File: src/rtl/pipeline_hazard_ctrl_pkg.sv
// Shared types and constants for the pipeline hazard controller.
// Also holds the per-operand forwarding priority function.
package pipe_ctrl_pkg;

    localparam int REG_W = 5;

    typedef enum logic [1:0] {
        RUN      = 2'd0,
        MEM_WAIT = 2'd1,
        TRAP     = 2'd2
    } state_e;

    localparam logic [1:0] FWD_RF    = 2'b00;
    localparam logic [1:0] FWD_EXMEM = 2'b10;
    localparam logic [1:0] FWD_MEMWB = 2'b01;

    // EX/MEM beats MEM/WB because it holds the younger write; $0 is never forwarded
    function automatic logic [1:0] fwd_select(
        input logic [REG_W-1:0] src,
        input logic             mem_we,
        input logic [REG_W-1:0] mem_rd,
        input logic             wb_we,
        input logic [REG_W-1:0] wb_rd
    );
        logic [1:0] sel;
        if ((src != {REG_W{1'b0}}) && mem_we && (mem_rd == src)) begin
            sel = FWD_EXMEM;
        end else if ((src != {REG_W{1'b0}}) && wb_we && (wb_rd == src)) begin
            sel = FWD_MEMWB;
        end else begin
            sel = FWD_RF;
        end
        return sel;
    endfunction

endpackage

File: src/rtl/pipeline_hazard_ctrl_if.sv
// Bundle of pipeline status inputs and hazard-control outputs.
// The master side drives pipeline status; the slave side is the controller.
interface pipeline_hazard_ctrl_if
    import pipe_ctrl_pkg::*;
#(
    parameter int CNT_W = 16
);
    logic [REG_W-1:0] id_rs;
    logic [REG_W-1:0] id_rt;
    logic             id_uses_rs;
    logic             id_uses_rt;
    logic [REG_W-1:0] ex_rs;
    logic [REG_W-1:0] ex_rt;
    logic             ex_memread;
    logic [REG_W-1:0] ex_rd;
    logic             ex_branch_taken;
    logic             mem_regwrite;
    logic [REG_W-1:0] mem_rd;
    logic             wb_regwrite;
    logic [REG_W-1:0] wb_rd;
    logic             mem_access;
    logic             dmem_ack;

    logic             pc_en;
    logic             ifid_en;
    logic             idex_en;
    logic             exmem_en;
    logic             ifid_flush;
    logic             idex_flush;
    logic             memwb_bubble;
    logic [1:0]       fwd_a;
    logic [1:0]       fwd_b;
    logic             dmem_req;
    logic             mem_err;
    logic [CNT_W-1:0] stall_cycles;

    modport master (
        output id_rs, id_rt, id_uses_rs, id_uses_rt, ex_rs, ex_rt, ex_memread,
               ex_rd, ex_branch_taken, mem_regwrite, mem_rd, wb_regwrite, wb_rd,
               mem_access, dmem_ack,
        input  pc_en, ifid_en, idex_en, exmem_en, ifid_flush, idex_flush,
               memwb_bubble, fwd_a, fwd_b, dmem_req, mem_err, stall_cycles
    );

    modport slave (
        input  id_rs, id_rt, id_uses_rs, id_uses_rt, ex_rs, ex_rt, ex_memread,
               ex_rd, ex_branch_taken, mem_regwrite, mem_rd, wb_regwrite, wb_rd,
               mem_access, dmem_ack,
        output pc_en, ifid_en, idex_en, exmem_en, ifid_flush, idex_flush,
               memwb_bubble, fwd_a, fwd_b, dmem_req, mem_err, stall_cycles
    );

endinterface

File: src/rtl/pipeline_hazard_ctrl_fwd.sv
// EX-stage operand forwarding selects for ALU inputs A (rs) and B (rt).
module pipe_fwd_unit
    import pipe_ctrl_pkg::*;
(
    input  logic [REG_W-1:0] ex_rs,
    input  logic [REG_W-1:0] ex_rt,
    input  logic             mem_regwrite,
    input  logic [REG_W-1:0] mem_rd,
    input  logic             wb_regwrite,
    input  logic [REG_W-1:0] wb_rd,
    output logic [1:0]       fwd_a,
    output logic [1:0]       fwd_b
);

    // Independent priority select per operand
    always_comb begin
        fwd_a = fwd_select(ex_rs, mem_regwrite, mem_rd, wb_regwrite, wb_rd);
        fwd_b = fwd_select(ex_rt, mem_regwrite, mem_rd, wb_regwrite, wb_rd);
    end

endmodule

File: src/rtl/pipeline_hazard_ctrl.sv
// Pipeline register sequencer: stage enables/flushes, forwarding, and the
// data-memory wait handshake with a timeout trap that only reset can clear.
module pipeline_hazard_ctrl
    import pipe_ctrl_pkg::*;
#(
    parameter int MEM_TIMEOUT = 15,
    parameter int CNT_W       = 16
) (
    input  logic                 clk,
    input  logic                 rst,
    pipeline_hazard_ctrl_if.slave bus
);

    localparam int                WAIT_W    = $clog2(MEM_TIMEOUT + 1);
    localparam logic [WAIT_W-1:0] WAIT_LAST = WAIT_W'(MEM_TIMEOUT - 1);
    localparam logic [CNT_W-1:0]  CNT_MAX   = {CNT_W{1'b1}};

    state_e            state_r;
    state_e            state_nxt_s;
    logic [WAIT_W-1:0] wait_cnt_r;
    logic [WAIT_W-1:0] wait_cnt_nxt_s;
    logic [CNT_W-1:0]  stall_cycles_r;
    logic [CNT_W-1:0]  stall_cycles_nxt_s;
    logic              mem_err_r;
    logic              mem_err_nxt_s;

    logic              mem_stall_s;
    logic              load_use_s;
    logic              timeout_s;
    logic              pc_en_s;
    logic              ifid_en_s;
    logic              idex_en_s;
    logic              exmem_en_s;
    logic              ifid_flush_s;
    logic              idex_flush_s;
    logic              memwb_bubble_s;
    logic              dmem_req_s;
    logic [1:0]        fwd_a_s;
    logic [1:0]        fwd_b_s;

    pipe_fwd_unit u_fwd (
        .ex_rs        (bus.ex_rs),
        .ex_rt        (bus.ex_rt),
        .mem_regwrite (bus.mem_regwrite),
        .mem_rd       (bus.mem_rd),
        .wb_regwrite  (bus.wb_regwrite),
        .wb_rd        (bus.wb_rd),
        .fwd_a        (fwd_a_s),
        .fwd_b        (fwd_b_s)
    );

    // Hazard detection terms
    always_comb begin
        mem_stall_s = (state_r != TRAP) && bus.mem_access && !bus.dmem_ack;
        load_use_s  = bus.ex_memread && (bus.ex_rd != {REG_W{1'b0}}) &&
                      ((bus.id_uses_rs && (bus.ex_rd == bus.id_rs)) ||
                       (bus.id_uses_rt && (bus.ex_rd == bus.id_rt)));
        timeout_s   = (wait_cnt_r >= WAIT_LAST);
    end

    // Next-state, wait counter and trap flag
    always_comb begin
        state_nxt_s    = state_r;
        wait_cnt_nxt_s = wait_cnt_r;
        mem_err_nxt_s  = mem_err_r;
        case (state_r)
            RUN, MEM_WAIT: begin
                if (mem_stall_s) begin
                    state_nxt_s    = timeout_s ? TRAP : MEM_WAIT;
                    wait_cnt_nxt_s = wait_cnt_r + WAIT_W'(1);
                    mem_err_nxt_s  = mem_err_r | timeout_s;
                end else begin
                    state_nxt_s    = RUN;
                    wait_cnt_nxt_s = {WAIT_W{1'b0}};
                end
            end
            TRAP: begin
                state_nxt_s   = TRAP;
                mem_err_nxt_s = 1'b1;
            end
            default: begin
                state_nxt_s    = RUN;
                wait_cnt_nxt_s = {WAIT_W{1'b0}};
            end
        endcase
    end

    // Stage controls in priority order: reset, trap, memory stall, branch, load-use
    always_comb begin
        pc_en_s        = 1'b1;
        ifid_en_s      = 1'b1;
        idex_en_s      = 1'b1;
        exmem_en_s     = 1'b1;
        ifid_flush_s   = 1'b0;
        idex_flush_s   = 1'b0;
        memwb_bubble_s = 1'b0;
        dmem_req_s     = 1'b0;
        if (rst) begin
            pc_en_s    = 1'b0;
            ifid_en_s  = 1'b0;
            idex_en_s  = 1'b0;
            exmem_en_s = 1'b0;
        end else if (state_r == TRAP) begin
            pc_en_s        = 1'b0;
            ifid_en_s      = 1'b0;
            idex_en_s      = 1'b0;
            exmem_en_s     = 1'b0;
            memwb_bubble_s = 1'b1;
        end else if (mem_stall_s) begin
            pc_en_s        = 1'b0;
            ifid_en_s      = 1'b0;
            idex_en_s      = 1'b0;
            exmem_en_s     = 1'b0;
            memwb_bubble_s = 1'b1;
            dmem_req_s     = 1'b1;
        end else if (bus.ex_branch_taken) begin
            ifid_flush_s = 1'b1;
            idex_flush_s = 1'b1;
            dmem_req_s   = bus.mem_access;
        end else if (load_use_s) begin
            pc_en_s      = 1'b0;
            ifid_en_s    = 1'b0;
            idex_flush_s = 1'b1;
            dmem_req_s   = bus.mem_access;
        end else begin
            dmem_req_s = bus.mem_access;
        end
    end

    // Saturating count of cycles with the PC frozen
    always_comb begin
        if (!pc_en_s && (stall_cycles_r != CNT_MAX)) begin
            stall_cycles_nxt_s = stall_cycles_r + CNT_W'(1);
        end else begin
            stall_cycles_nxt_s = stall_cycles_r;
        end
    end

    // State and counter registers
    always_ff @(posedge clk or posedge rst) begin
        if (rst) begin
            state_r        <= RUN;
            wait_cnt_r     <= {WAIT_W{1'b0}};
            stall_cycles_r <= {CNT_W{1'b0}};
            mem_err_r      <= 1'b0;
        end else begin
            state_r        <= state_nxt_s;
            wait_cnt_r     <= wait_cnt_nxt_s;
            stall_cycles_r <= stall_cycles_nxt_s;
            mem_err_r      <= mem_err_nxt_s;
        end
    end

    assign bus.pc_en        = pc_en_s;
    assign bus.ifid_en      = ifid_en_s;
    assign bus.idex_en      = idex_en_s;
    assign bus.exmem_en     = exmem_en_s;
    assign bus.ifid_flush   = ifid_flush_s;
    assign bus.idex_flush   = idex_flush_s;
    assign bus.memwb_bubble = memwb_bubble_s;
    assign bus.dmem_req     = dmem_req_s;
    assign bus.fwd_a        = rst ? FWD_RF : fwd_a_s;
    assign bus.fwd_b        = rst ? FWD_RF : fwd_b_s;
    assign bus.mem_err      = mem_err_r;
    assign bus.stall_cycles = stall_cycles_r;

endmodule

File: src/flat_wrapper.sv
// flat-port wrapper written by rule: the top's interface ports become plain ports
module pipeline_hazard_ctrl_flat import pipe_ctrl_pkg::*;
#(
    parameter int MEM_TIMEOUT = 15,
    parameter int CNT_W       = 16
)
  (clk, rst, bus_id_rs, bus_id_rt, bus_id_uses_rs, bus_id_uses_rt, bus_ex_rs, bus_ex_rt, bus_ex_memread, bus_ex_rd, bus_ex_branch_taken, bus_mem_regwrite, bus_mem_rd, bus_wb_regwrite, bus_wb_rd, bus_mem_access, bus_dmem_ack, bus_pc_en, bus_ifid_en, bus_idex_en, bus_exmem_en, bus_ifid_flush, bus_idex_flush, bus_memwb_bubble, bus_fwd_a, bus_fwd_b, bus_dmem_req, bus_mem_err, bus_stall_cycles);
  pipeline_hazard_ctrl_if #(.CNT_W(CNT_W)) bus_i ();
  input  logic clk;
  input  logic rst;
  input wire logic [$bits(bus_i.id_rs)-1:0] bus_id_rs;
  input wire logic [$bits(bus_i.id_rt)-1:0] bus_id_rt;
  input wire logic [$bits(bus_i.id_uses_rs)-1:0] bus_id_uses_rs;
  input wire logic [$bits(bus_i.id_uses_rt)-1:0] bus_id_uses_rt;
  input wire logic [$bits(bus_i.ex_rs)-1:0] bus_ex_rs;
  input wire logic [$bits(bus_i.ex_rt)-1:0] bus_ex_rt;
  input wire logic [$bits(bus_i.ex_memread)-1:0] bus_ex_memread;
  input wire logic [$bits(bus_i.ex_rd)-1:0] bus_ex_rd;
  input wire logic [$bits(bus_i.ex_branch_taken)-1:0] bus_ex_branch_taken;
  input wire logic [$bits(bus_i.mem_regwrite)-1:0] bus_mem_regwrite;
  input wire logic [$bits(bus_i.mem_rd)-1:0] bus_mem_rd;
  input wire logic [$bits(bus_i.wb_regwrite)-1:0] bus_wb_regwrite;
  input wire logic [$bits(bus_i.wb_rd)-1:0] bus_wb_rd;
  input wire logic [$bits(bus_i.mem_access)-1:0] bus_mem_access;
  input wire logic [$bits(bus_i.dmem_ack)-1:0] bus_dmem_ack;
  output wire logic [$bits(bus_i.pc_en)-1:0] bus_pc_en;
  output wire logic [$bits(bus_i.ifid_en)-1:0] bus_ifid_en;
  output wire logic [$bits(bus_i.idex_en)-1:0] bus_idex_en;
  output wire logic [$bits(bus_i.exmem_en)-1:0] bus_exmem_en;
  output wire logic [$bits(bus_i.ifid_flush)-1:0] bus_ifid_flush;
  output wire logic [$bits(bus_i.idex_flush)-1:0] bus_idex_flush;
  output wire logic [$bits(bus_i.memwb_bubble)-1:0] bus_memwb_bubble;
  output wire logic [$bits(bus_i.fwd_a)-1:0] bus_fwd_a;
  output wire logic [$bits(bus_i.fwd_b)-1:0] bus_fwd_b;
  output wire logic [$bits(bus_i.dmem_req)-1:0] bus_dmem_req;
  output wire logic [$bits(bus_i.mem_err)-1:0] bus_mem_err;
  output wire logic [$bits(bus_i.stall_cycles)-1:0] bus_stall_cycles;
  assign bus_i.id_rs = bus_id_rs;
  assign bus_i.id_rt = bus_id_rt;
  assign bus_i.id_uses_rs = bus_id_uses_rs;
  assign bus_i.id_uses_rt = bus_id_uses_rt;
  assign bus_i.ex_rs = bus_ex_rs;
  assign bus_i.ex_rt = bus_ex_rt;
  assign bus_i.ex_memread = bus_ex_memread;
  assign bus_i.ex_rd = bus_ex_rd;
  assign bus_i.ex_branch_taken = bus_ex_branch_taken;
  assign bus_i.mem_regwrite = bus_mem_regwrite;
  assign bus_i.mem_rd = bus_mem_rd;
  assign bus_i.wb_regwrite = bus_wb_regwrite;
  assign bus_i.wb_rd = bus_wb_rd;
  assign bus_i.mem_access = bus_mem_access;
  assign bus_i.dmem_ack = bus_dmem_ack;
  assign bus_pc_en = bus_i.pc_en;
  assign bus_ifid_en = bus_i.ifid_en;
  assign bus_idex_en = bus_i.idex_en;
  assign bus_exmem_en = bus_i.exmem_en;
  assign bus_ifid_flush = bus_i.ifid_flush;
  assign bus_idex_flush = bus_i.idex_flush;
  assign bus_memwb_bubble = bus_i.memwb_bubble;
  assign bus_fwd_a = bus_i.fwd_a;
  assign bus_fwd_b = bus_i.fwd_b;
  assign bus_dmem_req = bus_i.dmem_req;
  assign bus_mem_err = bus_i.mem_err;
  assign bus_stall_cycles = bus_i.stall_cycles;
  pipeline_hazard_ctrl #(.MEM_TIMEOUT(MEM_TIMEOUT), .CNT_W(CNT_W)) u_core (.clk(clk), .rst(rst), .bus(bus_i));
endmodule
File: config.mk
export PLATFORM = sky130hd
export DESIGN_NAME = pipeline_hazard_ctrl_flat
export DESIGN_NICKNAME = d
export VERILOG_FILES = /design/src/rtl/pipeline_hazard_ctrl_pkg.sv /design/src/rtl/pipeline_hazard_ctrl_if.sv /design/src/rtl/pipeline_hazard_ctrl_fwd.sv /design/src/rtl/pipeline_hazard_ctrl.sv /design/src/flat_wrapper.sv
export SDC_FILE = /design/constraint.sdc
export NUM_CORES = 1
export LEC_CHECK = 0
export CAP_MARGIN = 20
export CORE_ASPECT_RATIO = 0.7
export CORE_UTILIZATION = 43
export CTS_BUF_LIST = sky130_fd_sc_hd__clkbuf_4 sky130_fd_sc_hd__clkbuf_8
export DETAILED_ROUTE_END_ITERATION = 10
export PLACE_DENSITY = 0.88
export SKIP_CTS_REPAIR_TIMING = 1
export SKIP_LAST_GASP = 1
export SYNTH_ARGS = -nofsm -noshare
export SYNTH_HDL_FRONTEND = slang
export SYNTH_SLANG_ARGS = --single-unit
export TNS_END_PERCENT = 10
File: constraint.sdc
create_clock -name clk -period 2.3 [get_ports clk]
set_clock_uncertainty 0.05 [all_clocks]
set_input_delay 0.345 -clock clk [delete_from_list [all_inputs] [get_ports clk]]
set_output_delay 0.345 -clock clk [all_outputs]
set_load 0.05 [all_outputs]
# Word level (Yosys, flattened, before mapping)
# Index checks and enable logic that the tools add are counted.
# op_classes
add_sub_neg	2
order_cmp	1
eq_ne	11
muxes	36
bitwise_logic	1
reduce_logical	25
# op_table
op	n
$eq 5x5->1	6
$mux 1	26
$add 16x1->16 const B	1
$ne 16x16->1 const B	1
$logic_and 1x1->1	15
$reduce_bool 5->1	3
$mux 2	6
$pmux 4 s2	1
$add 4x1->4 const B	1
$ge 4x4->1 const B	1
$mux 4	1
$pmux 2 s2	1
$eq 2x1->1 const B	1
$eq 2x2->1 const B	1
$logic_not 1->1	2
$logic_not 2->1	1
$ne 2x1->1 const B	1
$ne 2x2->1 const B	1
$pmux 1 s2	1
$reduce_and 2->1	1
$reduce_bool 2->1	1
$reduce_or 2->1	1
$logic_or 1x1->1	1
$or 1x1->1	1
# totals
ff_bits	23
input_bits	45
output_inout_bits	29
elab_cells	80

# Longest topological paths before layout
# depth
ltp_word	11
depth_mapped	8
mapped_depth_nobuf	6

# Cells and area by module
# Synthesis repeated with hierarchy kept, for this count alone.
# unflattened
hier_cells	172
hier_area_um2	1610.3
# by_module_without_submodules
module	instances	cells_each	area_each_um2	seq_area_each_um2
pipeline_hazard_ctrl	1	136	1332.5	575.6
pipe_fwd_unit	1	36	277.8	0.0

# Worst setup path before layout
# No wires, ideal clock.
# synth_timing
kind	input to output
startpoint	input bus_ex_rs[1]
endpoint	output bus_fwd_a[0]
arrival_time_ps	2582
required_ps	1905
slack_ps	-677
cell_stages	4
path_buffers	0
path_cell_list	or4_1 -> nor2_1 -> nor4_1 -> nor4_1
# synth_via
elab_chain_len	6
elab_cells_between_ends	10
# synth_rtl
item	line_no	source
start, declared	flat_wrapper.sv:15	input wire logic [$bits(bus_i.ex_rs)-1:0] bus_ex_rs;
$reduce_bool 5->1	pipeline_hazard_ctrl_pkg.sv:26, pipeline_hazard_ctrl_pkg.sv:28	
$logic_and 1x1->1 (2 in series)	pipeline_hazard_ctrl_pkg.sv:28	end else if ((src != {REG_W{1'b0}}) && wb_we && (wb_rd == src)) begin
$mux 1	pipeline_hazard_ctrl_pkg.sv:28	
$mux 2 *	pipeline_hazard_ctrl_pkg.sv:26	if ((src != {REG_W{1'b0}}) && mem_we && (mem_rd == src)) begin
$mux 2 *	pipeline_hazard_ctrl.sv:162	assign bus.fwd_a = rst ? FWD_RF : fwd_a_s;
end, declared	flat_wrapper.sv:33	output wire logic [$bits(bus_i.fwd_a)-1:0] bus_fwd_a;
# Mark *: on every way between the ends. The rest lies on a longest branch, timed or not.

# Worst setup path after layout
# layout_timing
startpoint	input bus_ex_rd[2]
endpoint	output bus_idex_flush
# layout_via
elab_chain_len	9
elab_cells_between_ends	13
# layout_rtl
item	line_no	source
start, declared	flat_wrapper.sv:18	input wire logic [$bits(bus_i.ex_rd)-1:0] bus_ex_rd;
$eq 5x5->1 (on tied branches)	pipeline_hazard_ctrl.sv:56, pipeline_hazard_ctrl.sv:57	
$logic_and 1x1->1 (on tied branches)	pipeline_hazard_ctrl.sv:56, pipeline_hazard_ctrl.sv:57	
$logic_or 1x1->1	pipeline_hazard_ctrl.sv:56	((bus.id_uses_rs && (bus.ex_rd == bus.id_rs)) ||
$logic_and 1x1->1 *	pipeline_hazard_ctrl.sv:55	load_use_s = bus.ex_memread && (bus.ex_rd != {REG_W{1'b0}}) &&
$mux 1 *	pipeline_hazard_ctrl.sv:120	end else if (load_use_s) begin
$mux 1 *	pipeline_hazard_ctrl.sv:116	end else if (bus.ex_branch_taken) begin
$mux 1 *	pipeline_hazard_ctrl.sv:109	end else if (mem_stall_s) begin
$mux 1 *	pipeline_hazard_ctrl.sv:103	end else if (state_r == TRAP) begin
$mux 1 *	pipeline_hazard_ctrl.sv:98	if (rst) begin
end, declared	flat_wrapper.sv:31	output wire logic [$bits(bus_i.idex_flush)-1:0] bus_idex_flush;
# Marks and branches as above.

==> run_results.csv <==
group,metric,value,unit
outcome,status,"finished, violations left",
outcome,violations,"setup timing",
clock_tree,htreeDepth,1,
pwr,p_leak,1.187,nW
layout,nNetsFinal,313,
layout,area_growth,72.10,%
global_route,grt_usage,0.2489,
synth,synth-compound-area-share,0.05690,
global_route,grt_pass1_wl,7189,microns
setup_path,rrSetupSlack,0.30,ns
detailed_routing,vias_per_cell,5.162,
synth,synth_area,1605,sq um
pwr,ir_drop,0.2432,mV
sta,hold_viol,0,
sta,rsz0062_at_grt,"yes",
pwr,power_density,320.1,nW/um^2
min_path,hold_depth,1,
min_path,min_path_type,"flop to flop",
sta,fin_crit,2.380,ns
layout,fin_util,0.7813,
global_route,grt_overflow,0,
global_route,grt_pass1_vias,1544,
sta,setup_viol,3,
synth,yosys.area_share.simple,0.2681,
detailed_routing,drtPass1Iterations,4,
setup_path,setup.worst_path.start_class,"primary input",
die,io_pins,74,
clock_tree,cts_tree,"done",
setup_path,cpPeakStageDelay,0.50,ns
sta,slew_viol_final,0,
detailed_routing,vias,1621,
setup_path,criticalPathCategory,"primary input to output pin",
synth,synthMuxAreaShare,0.009353,
sta,worst_slack,-0.07984,ns
sta,relSlewSlack,0.6554,
placed_design,pre_cts_ws,-0.1973,ns
die,start_util,0.4540,
sta,finalCritPeriodShare,1.035,
clock_tree,clock_latency,0.27,ns
flow_run,drv_cap,0,
global_route,grt_max_degree,27,
clock_tree,cts-root-buf,"clkbuf_8",
layout,drive_gt1_frac,0.2424,
detailed_routing,wl_per_cell,15.69,microns
placed_design,gp_congestion,0.8658,
placed_design,io_buffers,73,
synth,ys_types,38,
synth,netlist_instances,168,
synth,syn_area_per_cell,9.555,sq um
detailed_routing,drt-total-wl,4928,microns
clock_tree,cts_max_path_buffers,2,
clock_tree,clkTransAtPathRegs,0.08,ns
setup_path,cp.arrival,1.98,ns
min_path,min-delay-start,"u_core.bus.stall_cycles[14]",
sta,max_freq,420.2,MHz
layout,diodes,0,
setup_path,cp.required,1.90,ns
synth,synth-adder-area-share,0.02338,
die,die_x,75.03,microns
synth,synth_top_family_by_area,"simple AND/OR/NAND/NOR gates",
sta,tightest_slew,0.5152,ns
setup_path,cp_cell_sequence,"clkdlybuf4s50_1 > or4_4 > o21ai_2 > and2b_2 > o21a_1 > buf_6",
die,dieArea,3986,sq um
clock_tree,cts_sinks,23,
setup_path,endpoint_kind,"output pin",
placed_design,dp.final_hpwl,4001,microns
die,die_height,53.12,microns
detailed_routing,drtIter0Drc,163,
global_route,antenna_found_initial,0,
min_path,hold_path_end,"u_core.bus.stall_cycles[14]",
setup_path,path_max_fanout,2,
setup_path,rr_worst_depth,6,
synth,ys_ff_latch,23,
synth,synth_nets,216,
setup_path,cp_slowest_cell,"or4_4",
synth,ys_seq_area_frac,0.3585,
setup_path,r2r-start,"u_core.bus.stall_cycles[5]",
clock_tree,cts_buffers,3,
detailed_routing,route.detailed.drc,0,
die,rows,18,
synth,yosysWarningCount,0,
detailed_routing,ant_nets,0,
die,core,3536,sq um
setup_path,r2r_end,"u_core.bus.stall_cycles[10]",
synth,synth_xor_area_frac,0.2455,
-- sequential cells by signal, indices dropped and copies added (netlist names) --
name	count
u_core.bus.mem_err	1
u_core.bus.stall_cycles	16
u_core.state_r	2
u_core.wait_cnt_r	4
-- final cells by class --
| cell class | instances | area (sq um) |
|---|---|---|
| Clock buffer | 4 | 48.80 |
| Sequential cell | 23 | 575.6 |
| Tap cell | 50 | 62.56 |
| Multi-Input combinational cell | 135 | 1020 |
| Inverter | 2 | 11.26 |
| Fill cell | 211 | 773.2 |
| Timing Repair Buffer | 100 | 1045 |
-- routing by layer --
layer / vias to the layer above / wire (microns) / track usage
met5: - / 0 / 0
met4: 0 / 36 / 0.04088
met3: 4 / 420 / 0.07048
met2: 70 / 2355 / 0.4339
met1: 771 / 2115 / 0.3108
li1: 776 / - / -
-- synthesized netlist by cell type (all sizes together) --
cell / number / share of area
nand2b: 1 / 0.0039
inv: 2 / 0.0047
nor3: 12 / 0.041
nor4: 4 / 0.016
or2: 2 / 0.0078
mux2: 1 / 0.0094
o21ai: 7 / 0.024
and3: 4 / 0.016
nor3b: 2 / 0.0094
o31ai: 1 / 0.0047
or2b: 2 / 0.011
nor2b: 4 / 0.016
nand2: 11 / 0.026
and2: 3 / 0.012
a21boi: 1 / 0.012
dfrtp: 23 / 0.36
nor2: 4 / 0.011
xnor2: 26 / 0.14
o21a: 1 / 0.0047
and4: 5 / 0.027
nand4: 8 / 0.031
xor2: 19 / 0.10
nand3: 7 / 0.022
o22ai: 1 / 0.0039
or4: 3 / 0.014
clkbuf: 3 / 0.0078
buf: 5 / 0.026
a21oi: 1 / 0.0031
o211ai: 1 / 0.0047
and2b: 1 / 0.0055
ha: 3 / 0.023
-- per-stage QoR --
stage               cell area [sq um]  TNS [ns]  power (W)  hold slack (ns)  cells
CTS                              2648   -0.9856  0.0008814           0.4465    311
global route                     2763   -0.5047  0.0009214           0.4580    314
detailed placement               2599    -2.770  0.0006233           0.4310    307
floorplan                        1622   -0.2981  0.0004883           0.1770    168
global placement                 2599    -1.684  0.0006163           0.4182    307
finish                           2763   -0.2272  0.0008843           0.4458    314
-- power by group --
part	leakage (nW)	total (W)	internal, W	switching [W]
registers	0.215	0.000407	0.000406	0.00000178
logic	0.946	0.000213	0.000129	0.0000836
clock network	0.0262	0.000264	0.000136	0.000128
-- cells by family (layout without fill, tap and decap cells) --
family | count (synthesis) | after routing
compound gates | 13 | 13
simple gates | 73 | 73
fa+ha+maj | 3 | 3
flops | 23 | 23
buf+inv | 10 | 106
mux | 1 | 1
xor+xnor | 45 | 45
-- worst max path at each step --
| stage | start | endpoint | slack (ns) |
|---|---|---|---|
| CTS | bus_ex_rd[0] | bus_ifid_en | -0.22 |
| detailed placement | bus_ex_rd[0] | bus_ifid_en | -0.20 |
| global route | bus_ex_rd[2] | bus_idex_flush | -0.15 |
| finish | bus_ex_rd[2] | bus_idex_flush | -0.08 |
| global placement | bus_ex_rd[0] | bus_ifid_en | -0.16 |
| floorplan | bus_ex_rs[1] | bus_fwd_a[0] | -0.15 |
-- cell usage in the layout, fill, tap and decap left out, types with 7 or more instances in the layout --
master	netlist	routed
clkdlybuf4s50_1	0	51
xnor2_1	26	26
dfrtp_1	23	23
xor2_1	19	19
nand4_1	8	8
buf_4	2	31
nand2_1	11	11
nor3_1	11	11
dlymetal6s2s_1	0	10
nand3_1	7	7
-- critical path, delay by kind of cell --
kind	cells	cell delay, ns
and+or+nand+nor	2	0.72
buffers and inverters	2	0.58
AOI/OAI and AO/OA	2	0.34
(Power assumes the default switching activity.)
